`config.mk`:
```
export PLATFORM = sky130hd
export DESIGN_NAME = muldiv_unit
export DESIGN_NICKNAME = d
export VERILOG_FILES = /design/src/rtl/muldiv_pkg.sv /design/src/rtl/muldiv_unit_div_step.sv /design/src/rtl/muldiv_unit.sv
export SDC_FILE = /design/constraint.sdc
export NUM_CORES = 1
export LEC_CHECK = 0
export BUFFER_PORTS_ARGS = -buffer_cell sky130_fd_sc_hd__buf_2
export CAP_MARGIN = 20
export CORE_MARGIN = 1
export CORE_UTILIZATION = 50
export DETAILED_ROUTE_END_ITERATION = 6
export PLACE_DENSITY = 0.67
export RECOVER_POWER = 25
export SETUP_SLACK_MARGIN = 0.4
export SLEW_MARGIN = 0
export SYNTH_ARGS = -nofsm -noshare
export SYNTH_HDL_FRONTEND = slang
export SYNTH_SLANG_ARGS = --single-unit
export TNS_END_PERCENT = 10
```
`constraint.sdc`:
```
create_clock -name clk -period 5.44 [get_ports clk]
set_input_delay 1.088 -clock clk [delete_from_list [all_inputs] [get_ports clk]]
set_output_delay 1.088 -clock clk [all_outputs]
set_load 0.02 [all_outputs]
```
`src/rtl/muldiv_pkg.sv`:
```
// muldiv_pkg: shared types and constants for the RV32M multiply/divide unit.
//   muldiv_op_e     funct3 encodings of the M-extension ops
//   muldiv_state_e  control FSM states
//   MULDIV_STEPS    iterations of the shift-add / restoring-divide loops
//   DIV0_*/OVF_*    results for the divisions that bypass iteration
package muldiv_pkg;

  typedef enum logic [2:0] {
    OP_MUL    = 3'b000,
    OP_MULH   = 3'b001,
    OP_MULHSU = 3'b010,
    OP_MULHU  = 3'b011,
    OP_DIV    = 3'b100,
    OP_DIVU   = 3'b101,
    OP_REM    = 3'b110,
    OP_REMU   = 3'b111
  } muldiv_op_e;

  typedef enum logic [1:0] {
    ST_IDLE,
    ST_MUL,
    ST_DIV,
    ST_DONE
  } muldiv_state_e;

  localparam int          MULDIV_STEPS  = 32;
  localparam logic [31:0] DIV0_QUOTIENT = 32'hFFFF_FFFF;
  localparam logic [31:0] OVF_QUOTIENT  = 32'h8000_0000;
  localparam logic [31:0] OVF_REMAINDER = 32'h0000_0000;
  localparam logic [31:0] INT_MIN       = 32'h8000_0000;
  localparam logic [31:0] MINUS_ONE     = 32'hFFFF_FFFF;

  // rs1 is treated as signed by every op except the fully unsigned ones.
  function automatic logic op_signed_a(input muldiv_op_e op);
    return op inside {OP_MUL, OP_MULH, OP_MULHSU, OP_DIV, OP_REM};
  endfunction

  // rs2 is signed only for MUL/MULH/DIV/REM (MULHSU treats it unsigned).
  function automatic logic op_signed_b(input muldiv_op_e op);
    return op inside {OP_MUL, OP_MULH, OP_DIV, OP_REM};
  endfunction

endpackage

```
`src/rtl/muldiv_unit_div_step.sv`:
```
// div_step: one combinational restoring-division step on magnitudes.
//   rem_in   partial remainder (always < divisor)
//   divisor  divisor magnitude
//   quo_in   dividend bits still to shift in (MSB first) / quotient so far
//   rem_out  next partial remainder
//   quo_out  quo_in shifted left with the new quotient bit in the LSB
module div_step
  import muldiv_pkg::*;
#(
  parameter int XLEN = 32
) (
  input  logic [XLEN-1:0] rem_in,
  input  logic [XLEN-1:0] divisor,
  input  logic [XLEN-1:0] quo_in,
  output logic [XLEN-1:0] rem_out,
  output logic [XLEN-1:0] quo_out
);

  logic [XLEN:0] shifted;
  logic [XLEN:0] diff;

  always_comb begin
    // rem_in < divisor, so the shifted value always fits XLEN+1 bits.
    shifted = {rem_in, quo_in[XLEN-1]};
    diff    = shifted - {1'b0, divisor};
    if (!diff[XLEN]) begin
      rem_out = diff[XLEN-1:0];
      quo_out = {quo_in[XLEN-2:0], 1'b1};
    end else begin
      rem_out = shifted[XLEN-1:0];
      quo_out = {quo_in[XLEN-2:0], 1'b0};
    end
  end

endmodule

```
`src/rtl/muldiv_unit.sv`:
```
// muldiv_unit: multi-cycle RV32M multiply/divide unit for the EX stage.
//   clk       rising-edge clock
//   reset_n   asynchronous active-low reset
//   start     EX holds a valid M instruction
//   funct3    op select (muldiv_op_e)
//   operandA  forwarded rs1, operandB forwarded rs2
//   flush     kill the in-flight operation
//   stall     freeze IF/ID/EX while the op iterates
//   busy      FSM not idle
//   done      one-cycle pulse, result valid
//   result    rd write value (held until the next completion)
// Build option: define RV_MUL_SINGLECYCLE_EN for a single-cycle multiplier;
// division stays iterative in both builds.
module muldiv_unit
  import muldiv_pkg::*;
#(
  parameter int XLEN = 32
) (
  input  logic            clk,
  input  logic            reset_n,
  input  logic            start,
  input  logic [2:0]      funct3,
  input  logic [XLEN-1:0] operandA,
  input  logic [XLEN-1:0] operandB,
  input  logic            flush,
  output logic            stall,
  output logic            busy,
  output logic            done,
  output logic [XLEN-1:0] result
);

  muldiv_state_e state, state_next;
  muldiv_op_e    op;
  logic          sign_a, sign_b;
  logic [5:0]    cnt, cnt_n;
  logic [31:0]   acc_hi, acc_hi_n;   // product high word / remainder
  logic [31:0]   acc_lo, acc_lo_n;   // multiplier+product low / dividend+quotient
  logic [31:0]   opnd;               // multiplicand or divisor magnitude
  logic          res_load;
  logic [31:0]   res_n;
  logic [32:0]   mul_sum;
  logic [31:0]   div_rem, div_quo;

  muldiv_op_e    in_op;
  logic          in_sa, in_sb;
  logic [31:0]   abs_a, abs_b;
  logic          div_zero, div_ovf, accept;
  logic [31:0]   special_res;

  // Sign fix and word select, applied to the magnitude results.
  function automatic logic [31:0] finish_result(input muldiv_op_e fop, input logic sa,
                                                input logic sb, input logic [63:0] prod,
                                                input logic [31:0] quo, input logic [31:0] rem);
    logic [63:0] p;
    logic [31:0] q, r;
    p = (sa ^ sb) ? -prod : prod;
    q = (sa ^ sb) ? -quo : quo;
    r = sa ? -rem : rem;
    case (fop)
      OP_MUL:                       return p[31:0];
      OP_MULH, OP_MULHSU, OP_MULHU: return p[63:32];
      OP_DIV, OP_DIVU:              return q;
      default:                      return r;
    endcase
  endfunction

  assign in_op    = muldiv_op_e'(funct3);
  assign in_sa    = op_signed_a(in_op) & operandA[31];
  assign in_sb    = op_signed_b(in_op) & operandB[31];
  // INT_MIN negates to itself, which is still its correct unsigned magnitude.
  assign abs_a    = in_sa ? -operandA : operandA;
  assign abs_b    = in_sb ? -operandB : operandB;
  assign div_zero = funct3[2] & (operandB == '0);
  assign div_ovf  = ((in_op == OP_DIV) || (in_op == OP_REM)) &&
                    (operandA == INT_MIN) && (operandB == MINUS_ONE);
  assign accept   = (state == ST_IDLE) & start & ~flush;

  // funct3[1] separates REM/REMU from DIV/DIVU.
  assign special_res = div_zero ? (funct3[1] ? operandA : DIV0_QUOTIENT)
                                : (funct3[1] ? OVF_REMAINDER : OVF_QUOTIENT);

`ifdef RV_MUL_SINGLECYCLE_EN
  logic [63:0] fast_prod;
  assign fast_prod = {32'b0, abs_a} * {32'b0, abs_b};
`endif

  div_step #(.XLEN(32)) u_div_step (
    .rem_in  (acc_hi),
    .divisor (opnd),
    .quo_in  (acc_lo),
    .rem_out (div_rem),
    .quo_out (div_quo)
  );

  always_ff @(posedge clk or negedge reset_n) begin
    if (!reset_n) state <= ST_IDLE;
    else          state <= state_next;
  end

  always_comb begin
    state_next = state;
    stall      = 1'b0;
    acc_hi_n   = acc_hi;
    acc_lo_n   = acc_lo;
    cnt_n      = cnt;
    res_load   = 1'b0;
    res_n      = result;
    mul_sum    = {1'b0, acc_hi} + (acc_lo[0] ? {1'b0, opnd} : 33'd0);
    case (state)
      ST_IDLE: begin
        if (start && !flush) begin
          stall = 1'b1;
          cnt_n = '0;
          acc_hi_n = '0;
          if (funct3[2]) begin
            acc_lo_n = abs_a;
            if (div_zero || div_ovf) begin
              state_next = ST_DONE;
              res_load   = 1'b1;
              res_n      = special_res;
            end else begin
              state_next = ST_DIV;
            end
          end else begin
            acc_lo_n = abs_b;
`ifdef RV_MUL_SINGLECYCLE_EN
            state_next = ST_DONE;
            res_load   = 1'b1;
            res_n      = finish_result(in_op, in_sa, in_sb, fast_prod, '0, '0);
`else
            state_next = ST_MUL;
`endif
          end
        end
      end
      ST_MUL: begin
        stall = 1'b1;
        // Add-then-shift-right: the product grows into acc_hi as the
        // multiplier bits are consumed from the bottom of acc_lo.
        acc_hi_n = mul_sum[32:1];
        acc_lo_n = {mul_sum[0], acc_lo[31:1]};
        cnt_n    = cnt + 6'd1;
        if (cnt_n == 6'(MULDIV_STEPS)) begin
          state_next = ST_DONE;
          res_load   = 1'b1;
          res_n      = finish_result(op, sign_a, sign_b, {acc_hi_n, acc_lo_n}, '0, '0);
        end
      end
      ST_DIV: begin
        stall    = 1'b1;
        acc_hi_n = div_rem;
        acc_lo_n = div_quo;
        cnt_n    = cnt + 6'd1;
        if (cnt_n == 6'(MULDIV_STEPS)) begin
          state_next = ST_DONE;
          res_load   = 1'b1;
          res_n      = finish_result(op, sign_a, sign_b, 64'd0, div_quo, div_rem);
        end
      end
      ST_DONE: state_next = ST_IDLE;
      default: state_next = ST_IDLE;
    endcase
    // A flush abandons the op without touching result or the accumulators.
    if (flush) begin
      state_next = ST_IDLE;
      res_load   = 1'b0;
    end
  end

  always_ff @(posedge clk or negedge reset_n) begin
    if (!reset_n) begin
      op     <= OP_MUL;
      sign_a <= 1'b0;
      sign_b <= 1'b0;
      opnd   <= '0;
      acc_hi <= '0;
      acc_lo <= '0;
      cnt    <= '0;
      result <= '0;
      done   <= 1'b0;
    end else begin
      if (accept) begin
        op     <= in_op;
        sign_a <= in_sa;
        sign_b <= in_sb;
        opnd   <= funct3[2] ? abs_b : abs_a;
      end
      acc_hi <= acc_hi_n;
      acc_lo <= acc_lo_n;
      cnt    <= cnt_n;
      if (res_load) result <= res_n;
      done   <= (state_next == ST_DONE);
    end
  end

  assign busy = (state != ST_IDLE);

endmodule

```
# Word level (Yosys, flattened, before mapping)
# Cells that the tools add are included.
[word_totals] elab_cells=109 regBits=142 out_inout_bits=35 input_bits=71
[classes] n_bitwise=7 n_addsub=8 n_eq_ne=21 n_mux=41 reduce_logical=22
[ops] cell="$mux 32" n=18
[ops] cell="$pmux 32 s3" n=3
[ops] cell="$neg 32->32" n=4
[ops] cell="$pmux 32 s2" n=2
[ops] cell="$eq 32x32->1 const B" n=2
[ops] cell="$mux 64" n=1
[ops] cell="$neg 64->64" n=1
[ops] cell="$add 32x32->33" n=1
[ops] cell="$sub 33x32->33" n=1
[ops] cell="$logic_not 32->1" n=1
[ops] cell="$eq 3x3->1 const B" n=4
[ops] cell="$pmux 6 s2" n=1
[ops] cell="$eq 3x2->1 const B" n=3
[ops] cell="$mux 1" n=8
[ops] cell="$mux 2" n=4
[ops] cell="$reduce_and 7->1" n=1
[ops] cell="$add 6x1->6 const B" n=1
[ops] cell="$eq 2x2->1 const B" n=3
[ops] cell="$eq 3x1->1 const B" n=2
[ops] cell="$eq 6x6->1 const B" n=1
[ops] cell="$logic_not 3->1" n=2
[ops] cell="$mux 6" n=1
[ops] cell="$ne 2x2->1 const B" n=3
[ops] cell="$pmux 2 s3" n=1
[ops] cell="other kinds (18)" n=30

# Depth between registers and ports, before layout
# Gate-level depths: netlist of run 1.
[depth] word_depth=11 mapped_depth=24 depth_no_buf=22

# Hierarchy
# Synthesis of run 1 repeated with hierarchy kept, for this count alone.
[unflattened] hier_cells=2289 area_unflattened_um2=17086.4
[by_module_without_submodules] module="muldiv_unit" seq_area_each_um2=3553.4 cells_per_inst=1953 n_inst=1 area_each_um2=14495.2
[by_module_without_submodules] module="div_step" seq_area_each_um2=0.0 cells_per_inst=336 n_inst=1 area_each_um2=2591.2

# Least setup slack after synthesis of run 1
# No wires, ideal clock.
[synth_timing] path_type="register -> register" from="register acc_lo[31]" to="register result[22]" setup_ps=66 synth_period_minus_slack_ps=5645 stages_incl_launch_ff=24 required_time_ps=5374 slack_ps=-205 arrival_ps=5579 path_cell_list="dfrtp_1 inv_1 ha_1 inv_1 fa_1 a211oi_1 o21ai_0 o211a_1 o2111ai_1 o211a_1 clkbuf_1 buf_1 clkbuf_1 mux2_2 inv_1 ha_1 nor4b_1 mux2_2 o2111ai_1 o21bai_1 o31ai_1 xnor2_1 a2111oi_0 a221o_1"
[synth_between] elab_chain_cells=7
[synth_lines] element="from (decl)" line="muldiv_unit.sv:37" source="logic [31:0] acc_lo, acc_lo_n;"
[synth_lines] element="from (signal assigned)" line="muldiv_unit.sv:189" source="acc_lo <= acc_lo_n;"
[synth_lines] element="$sub 33x32->33" line="muldiv_unit_div_step.sv:25" source="diff = shifted - {1'b0, divisor};"
[synth_lines] element="$mux 32 or $mux 1 (tied branches)" line="muldiv_unit_div_step.sv:26" source="if (!diff[XLEN]) begin"
[synth_lines] element="$neg 32->32, on equally long branches" line="muldiv_unit.sv:58, muldiv_unit.sv:57"
[synth_lines] element="$mux 32, on equally long branches" line="muldiv_unit.sv:58, muldiv_unit.sv:57"
[synth_lines] element="$pmux 32 s2" line="muldiv_unit.sv:59" source="case (fop)"
[synth_lines] element="$mux 32" line="muldiv_unit.sv:154" source="if (cnt_n == 6'(MULDIV_STEPS)) begin"
[synth_lines] element="$pmux 32 s3 *" line="muldiv_unit.sv:109" source="case (state)"
[synth_lines] element="to (signal assigned)" line="muldiv_unit.sv:191" source="if (res_load) result <= res_n;"
[synth_lines] element="to (decl)" line="muldiv_unit.sv:29" source="output logic [XLEN-1:0] result"
# Mark *: on every way between the ends. The rest lies on a longest branch, timed or not. The select of a mux whose other input is x is not followed.
# A chain may end at the register's enable or synchronous reset.

# Final worst setup path of run 1
[layout_timing] from="register opnd[28]" to="register result[29]"
[layout_between] elab_chain_cells=7
[layout_lines] element="from (decl)" line="muldiv_unit.sv:38" source="logic [31:0] opnd;"
[layout_lines] element="from (signal assigned)" line="muldiv_unit.sv:186" source="opnd <= funct3[2] ? abs_b : abs_a;"
[layout_lines] element="$mux 32 or $sub 33x32->33 (tied branches)" line="muldiv_unit.sv:108, muldiv_unit_div_step.sv:25"
[layout_lines] element="$add 32x32->33 (tied with other cells)" line="muldiv_unit.sv:108" source="mul_sum = {1'b0, acc_hi} + (acc_lo[0] ? {1'b0, opnd} : 33'd0);"
[layout_lines] element="$neg 64->64 (tied with other cells)" line="muldiv_unit.sv:56" source="p = (sa ^ sb) ? -prod : prod;"
[layout_lines] element="$mux 64 (tied with other cells)" line="muldiv_unit.sv:56"
[layout_lines] element="$pmux 32 s2" line="muldiv_unit.sv:59"
[layout_lines] element="$mux 32, on equally long branches" line="muldiv_unit.sv:143, muldiv_unit.sv:154"
[layout_lines] element="$pmux 32 s3 *" line="muldiv_unit.sv:109"
# Marked as above.

==> results of run 1 <==
## final cells by class
class                   count  area [um2]  area share
well taps                 448       560.5     0.02966
inverters                  67       254.0     0.01344
clock inverters            10       140.1    0.007416
multi-input cells        1988       12670      0.6707
repair buffers            199        1262     0.06681
flip-flops and latches    142        3553      0.1880
clock buffers              19       452.9     0.02397
## flip-flops by register name (all words and copies together) (netlist names)
name    cells
acc_hi     32
cnt         6
state       2
result     32
acc_lo     32
opnd       32
done        1
sign_a      1
sign_b      1
op          3
## worst paths after layout
check | start | end | cells after the start
max | opnd[28] | result[29] | 16
min | result[14] | result[14] | 2
max reg2reg | opnd[28] | result[29] | 16
min reg2reg | result[14] | result[14] | 2
max in group asynchronous | reset_n | sign_b | 2
min in group asynchronous | reset_n | acc_hi[28] | 1
## through the flow
stage	setup WS [ns]	utilization
CTS	0.3854	0.5622
floorplan	0.4176	-
global route	0.3068	0.5650
detailed placement	0.2022	0.5434
finish	0.3443	0.5650
global placement	0.3000	0.5426
## per-layer routing
layer | part of all wire | vias to the layer above | track usage | routed length [um]
li1 | - | 8774 | - | -
met1 | 0.40 | 9404 | 0.5694 | 30680
met2 | 0.43 | 1186 | 0.6815 | 33120
met3 | 0.10 | 259 | 0.09157 | 7781
met4 | 0.071 | 0 | 0.2813 | 5474
met5 | 0 | - | 0 | 0
## power breakdown
| part | switching, uW | internal (uW) | total (uW) |
|---|---|---|---|
| Clock | 521 | 738 | 1260 |
| Sequential | 388 | 1260 | 1650 |
| Combinational | 2870 | 1580 | 4460 |
## worst max-delay path: cells and delay by family, from the launching register on
kind                       cells  cell delay, ns
DFF                            1            0.43
xor gates and xnor gates       1            0.13
AOI/OAI and AO/OA              8            2.13
adders and majority gates      1            0.47
buffers and inverters          3            0.50
and+or+nand+nor                3            1.36
## cell usage in the layout, fill, tap and decap left out, types with 23 or more instances in the layout
cell type,netlist,routed
ha_1,75,71
nand2_1,295,295
xor2_1,104,103
nor2_1,214,213
buf_4,0,92
o31ai_1,27,25
a22oi_1,32,32
nand4_1,24,24
inv_1,63,63
or3_1,29,29
nand3_1,39,39
a31oi_1,29,29
dfrtp_1,142,142
and2_1,24,24
a221o_1,29,29
o211ai_1,23,23
mux2i_1,28,28
a21oi_1,197,195
xnor2_1,109,108
buf_2,4,103
o21ai_0,277,274
nor3_1,54,53
a21o_1,25,24
## cell families (layout without fill, tap and decap cells)
kind of cell,count (synthesis),after routing,share of synthesized area
AO/OA/AOI/OAI,843,843,0.3157
AND/OR/NAND/NOR,811,811,0.2271
buffers and inverters,231,295,0.05237
XOR/XNOR,213,213,0.1101
flip-flops,142,142,0.2098
adder cells (fa/ha/maj),77,77,0.05776
multiplexers,44,44,0.02718
## what timing repair did
action / CTS / global route
buffers inserted: 1 / 1
pin swaps: 1 / 3
gates resized for setup: 9 / 19
setup endpoints to repair: 6 / 15
==> results.toml, run 1 <==
[global_route]
grt_pass1_vias = 17830
grt_max_degree = 98
grt_usage = 0.4451
grt_pass1_wl_um = 112500
grt_overflow = 0
antenna_found_initial = 1

[synth]
async_flop_share = 1.000
synth.top_cell.area_share = 0.2098
ys_seq_area_frac = 0.2098
synth_common_cells = "nand2_1, o21ai_0, nor2_1, a21oi_1, clkbuf_1"
synth_area_leaders = "dfrtp_1, o21ai_0, nand2_1"
synth_fp_nets = 2509
syn_avg_cell_area_um2 = 7.175
netlist_instances = 2361
synth_edf_count = 0
yosys.cell_count.top_type = "nand2_1"
syn_area_mm2 = 0.01694
synth_flop_cell = "dfrtp_1"
yosysWarnings = 0
synth_cell_types = 80
yosysTopAreaCell = "dfrtp_1"
ys_ff_latch = 142

[route]
dr_total_vias = 19620
final_antenna_net_count = 0
first_pass_iters = 6
vias_per_cell = 6.830
routed_wl_um = 77060
drt_first_iter_violations = 2377
drc = 0
routedWlPerCell_um = 26.82

[setup_path]
cp-start-kind = "flop"
cp_max_fo = 19
cp-end-kind = "flop"
r2r_slack_ns = 0.34
required_ns = 5.84
worstSetupPathType = "flop to flop"
path_cells = "inv_1, ha_1, nand4_1, nor4_1, o2bb2ai_1, o21ai_0, o211a_4, buf_4, or4_1, a2111oi_4, o211ai_1, buf_4, o21a_1, xnor2_1, a2111oi_0, a211o_1"
crit_slowest_cell = "a2111oi_0"
cpPeakStageDelay_ns = 0.61
arrival_ns = 5.49
path_common_cell = "buf_4"

[clocking]
hold_buffers = 0
cts_tree = "done"
cts_root_buf = "clkbuf_16"
cts_made_buffers = 17
clk_pin_slew_ns = 0.07
cts.path.max_buffers = 2
htree_levels = 4
clock_latency_ns = 0.46
cts.sinks = 142

[die]
fp.dieH_um = 186.1
die_x_um = 186.1
rows = 67
dieArea_mm2 = 0.03462
ios = 106
core_area_mm2 = 0.03345
initial_core_util = 0.5065

[cells_and_area]
fillers = 3272
drive_gt1_frac = 0.1241
n_antenna_cell = 0
nets = 2563
area_growth_pct = 11.55
final_cells = 2873
fin_area_mm2 = 0.01890

[timing]
relSlewSlack = -0.6931
fin_worst_skew_ns = 0.01153
period_minus_slack_ns = 5.096
max_freq_mhz = 196.2
holdWs_ns = 0.4641
finalCritPeriodShare = 0.9367
worstMarginPinSlew_ns = 2.540
finalHoldViolCount = 0
rsz0062_at_grt = "true"
setup_viol = 0
slew_viol_final = 39
finalSetupTns_ns = 0

[power]
fin_total_pwr_uw = 7360
powerDensity_mw_per_mm2 = 389.5
ir_drop_mv = 0.3068
p_leak_uw = 0.007976

[placed_design]
dpl.hpwl_um = 60600
port_buffers = 105
gp_congestion = 1.085
post_dp_cell_area_mm2 = 0.01817
dp.cells = 2842

[status]
violations = "capacitance limit, slew limit"
status = "finished with violations"

[worst_hold_path]
hold_class = "flop to flop"

[run]
drv_cap = 1
(Power assumes the default switching activity.)
==> inputs of run 2 (changes only) <==
CORE_UTILIZATION = 57   (was 50)
PLACE_DENSITY = 0.76   (was 0.67)
RECOVER_POWER = 50   (was 25)
==> run 2 against run 1 <==
  * The run ends with DRC, capacitance limit, slew limit left
  * Die area is 12% lower
  * Critical path depth unchanged
  * Design area fell by 1.2%
  * Register-to-register slack better by 0.06 ns
  * Clock skew increased by 0.0020 ns
  * Setup slack improved by 0.064 ns
  * Sequential share of layout area up 0.23 points
  * Critical endpoint is now result[30]
  * Largest power group unchanged
==> results.toml, run 2 (synthesis results as in run 1) <==
[status]
status = "finished with violations"
violations = "DRC, capacitance limit, slew limit"

[placed_design]
dp.cells = 2752
port_buffers = 105
dpl.hpwl_um = 56040
post_dp_cell_area_mm2 = 0.01788
gp_congestion = 1.063

[power]
ir_drop_mv = 0.2861
clkPwrFrac = 0.182
swShare = 0.5115
p_switching_uw = 3739
powerDensity_mw_per_mm2 = 391.6
p_leak_uw = 0.007738
power_frac_comb = 0.587
seq_power_share = 0.231
intPower_uw = 3571

[route]
final_antenna_net_count = 0
dr_total_vias = 19960
drt_first_iter_violations = 2847
vias_per_cell = 7.152
drc = 2
routedWlPerCell_um = 26.39
first_pass_iters = 7
routed_wl_um = 73640

[die]
initial_core_util = 0.5854
core_area_mm2 = 0.02894
dieArea_mm2 = 0.03041
ios = 106
fp.dieH_um = 174.4
die_x_um = 174.4
rows = 62

[setup_path]
cp_max_fo = 30
cp-start-kind = "flop"
required_ns = 5.79
arrival_ns = 5.38
worstSetupPathType = "flop to flop"
cp-end-kind = "flop"

[cells_and_area]
drive_gt1_frac = 0.1036
final_cell_mix = "nand2_1, o21ai_0, nor2_1, a21oi_1, dfrtp_1"
nets = 2540
fillers = 2691
final_cells = 2790
final_common_cell = "nand2_1"
area_growth_pct = 10.19
fin_area_mm2 = 0.01867

[timing]
worstMarginPinSlew_ns = 2.822
setup_viol = 0
finalHoldViolCount = 0
finalCritPeriodShare = 0.9249
max_freq_mhz = 198.7
fin_worst_skew_ns = 0.01356
finalSetupTns_ns = 0
holdWs_ns = 0.4820
slew_viol_final = 141
relSlewSlack = -0.8816
rsz0062_at_grt = "true"
period_minus_slack_ns = 5.032

[global_route]
grt_max_degree = 98
antenna_found_initial = 4
grt_overflow = 0
grt_pass1_vias = 18080
grt_pass1_wl_um = 110000
grt_usage = 0.4768

[clocking]
clk_pin_slew_ns = 0.07
cts_made_buffers = 17
cts.sinks = 142
clock_latency_ns = 0.45
cts_root_buf = "clkbuf_16"
cts.path.max_buffers = 2
hold_buffers = 0
htree_levels = 4
cts_tree = "done"

[run]
drv_cap = 2

[worst_hold_path]
hold_class = "flop to flop"
[run 2: changes by cell type in the layout (fill, tap and decap cells not counted), sizes merged]
| cell | change |
|---|---|
| clkinv | -2 |
| bufinv | +1 |
| clkbuf | +32 |
| inv | +5 |
| buf | -57 |
| diode | +2 |
[run 2: repair_timing]
action / in CTS / in global routing
endpoints found under the setup margin: 14 / 19
buffers inserted: 1 / 3
gates resized for setup: 11 / 23
pin swaps: 2 / 3
[run 2: worst paths after layout]
path | startpoint | cells past startpoint | end | slack (ns)
worst min register to register | result[17] | 2 | result[17] | 0.48
worst max register to register | acc_hi[8] | 16 | result[30] | 0.41
worst max-delay path | acc_hi[8] | 16 | result[30] | 0.41
min in group asynchronous | reset_n | 1 | acc_hi[19] | 1.47
max in group asynchronous | reset_n | 2 | acc_hi[0] | 1.47
worst min-delay path | result[17] | 2 | result[17] | 0.48
[run 2: layout make-up]
| class | count | area, um2 | area share |
|---|---|---|---|
| Sequential cell | 142 | 3553 | 0.1904 |
| Clock buffer | 17 | 425.4 | 0.02279 |
| Multi-Input combinational cell | 1988 | 12690 | 0.6800 |
| Tap cell | 384 | 480.5 | 0.02574 |
| Inverter | 67 | 251.5 | 0.01347 |
| Antenna cell | 2 | 5.005 | 0.0002681 |
| Clock inverter | 14 | 205.2 | 0.01099 |
| Timing Repair Buffer | 176 | 1052 | 0.05637 |
[run 2: critical path, stage by stage (launching register included)]
cell	delay, ns
dfrtp_1	0.49
ha_1	0.42
a21oi_1	0.38
o21ai_0	0.25
a22o_1	0.32
o21ba_2	0.23
o211a_4	0.30
inv_2	0.15
buf_4	0.19
buf_4	0.33
nor2_1	0.08
a221o_1	0.39
or3_1	0.40
or2_2	0.31
nor4_1	0.32
a2111oi_1	0.10
a32oi_1	0.25
[run 2: power groups by stage]
stage / registers, uW / logic [uW] / clock network [uW]
global route: 1700 / 4540 / 1360
CTS: 1650 / 4040 / 1320
floorplan: 1360 / 2980 / 0
detailed placement: 1670 / 3980 / 0
global placement: 1660 / 3920 / 0
finish: 1690 / 4290 / 1330
[run 2: per-layer routing]
layer  wire, um  part of all wire  up-vias  global-route usage
met3       8914              0.12      328              0.1129
met1      27580              0.37     9393              0.6084
met2      31160              0.42     1513              0.7047
li1           -                 -     8717                   -
met4       5960             0.081        4              0.3421
met5         22           0.00030        -                   0
[run 2: through the flow]
stage                       util  total power, uW  setup slack, ns
after detailed placement  0.6179             5648          0.04993
final                     0.6451             7310           0.4085
after global routing      0.6449             7591           0.2690
after CTS                 0.6417             7004           0.3977
after floorplan                -             4337           0.4176
after global placement    0.6179             5582           0.2020
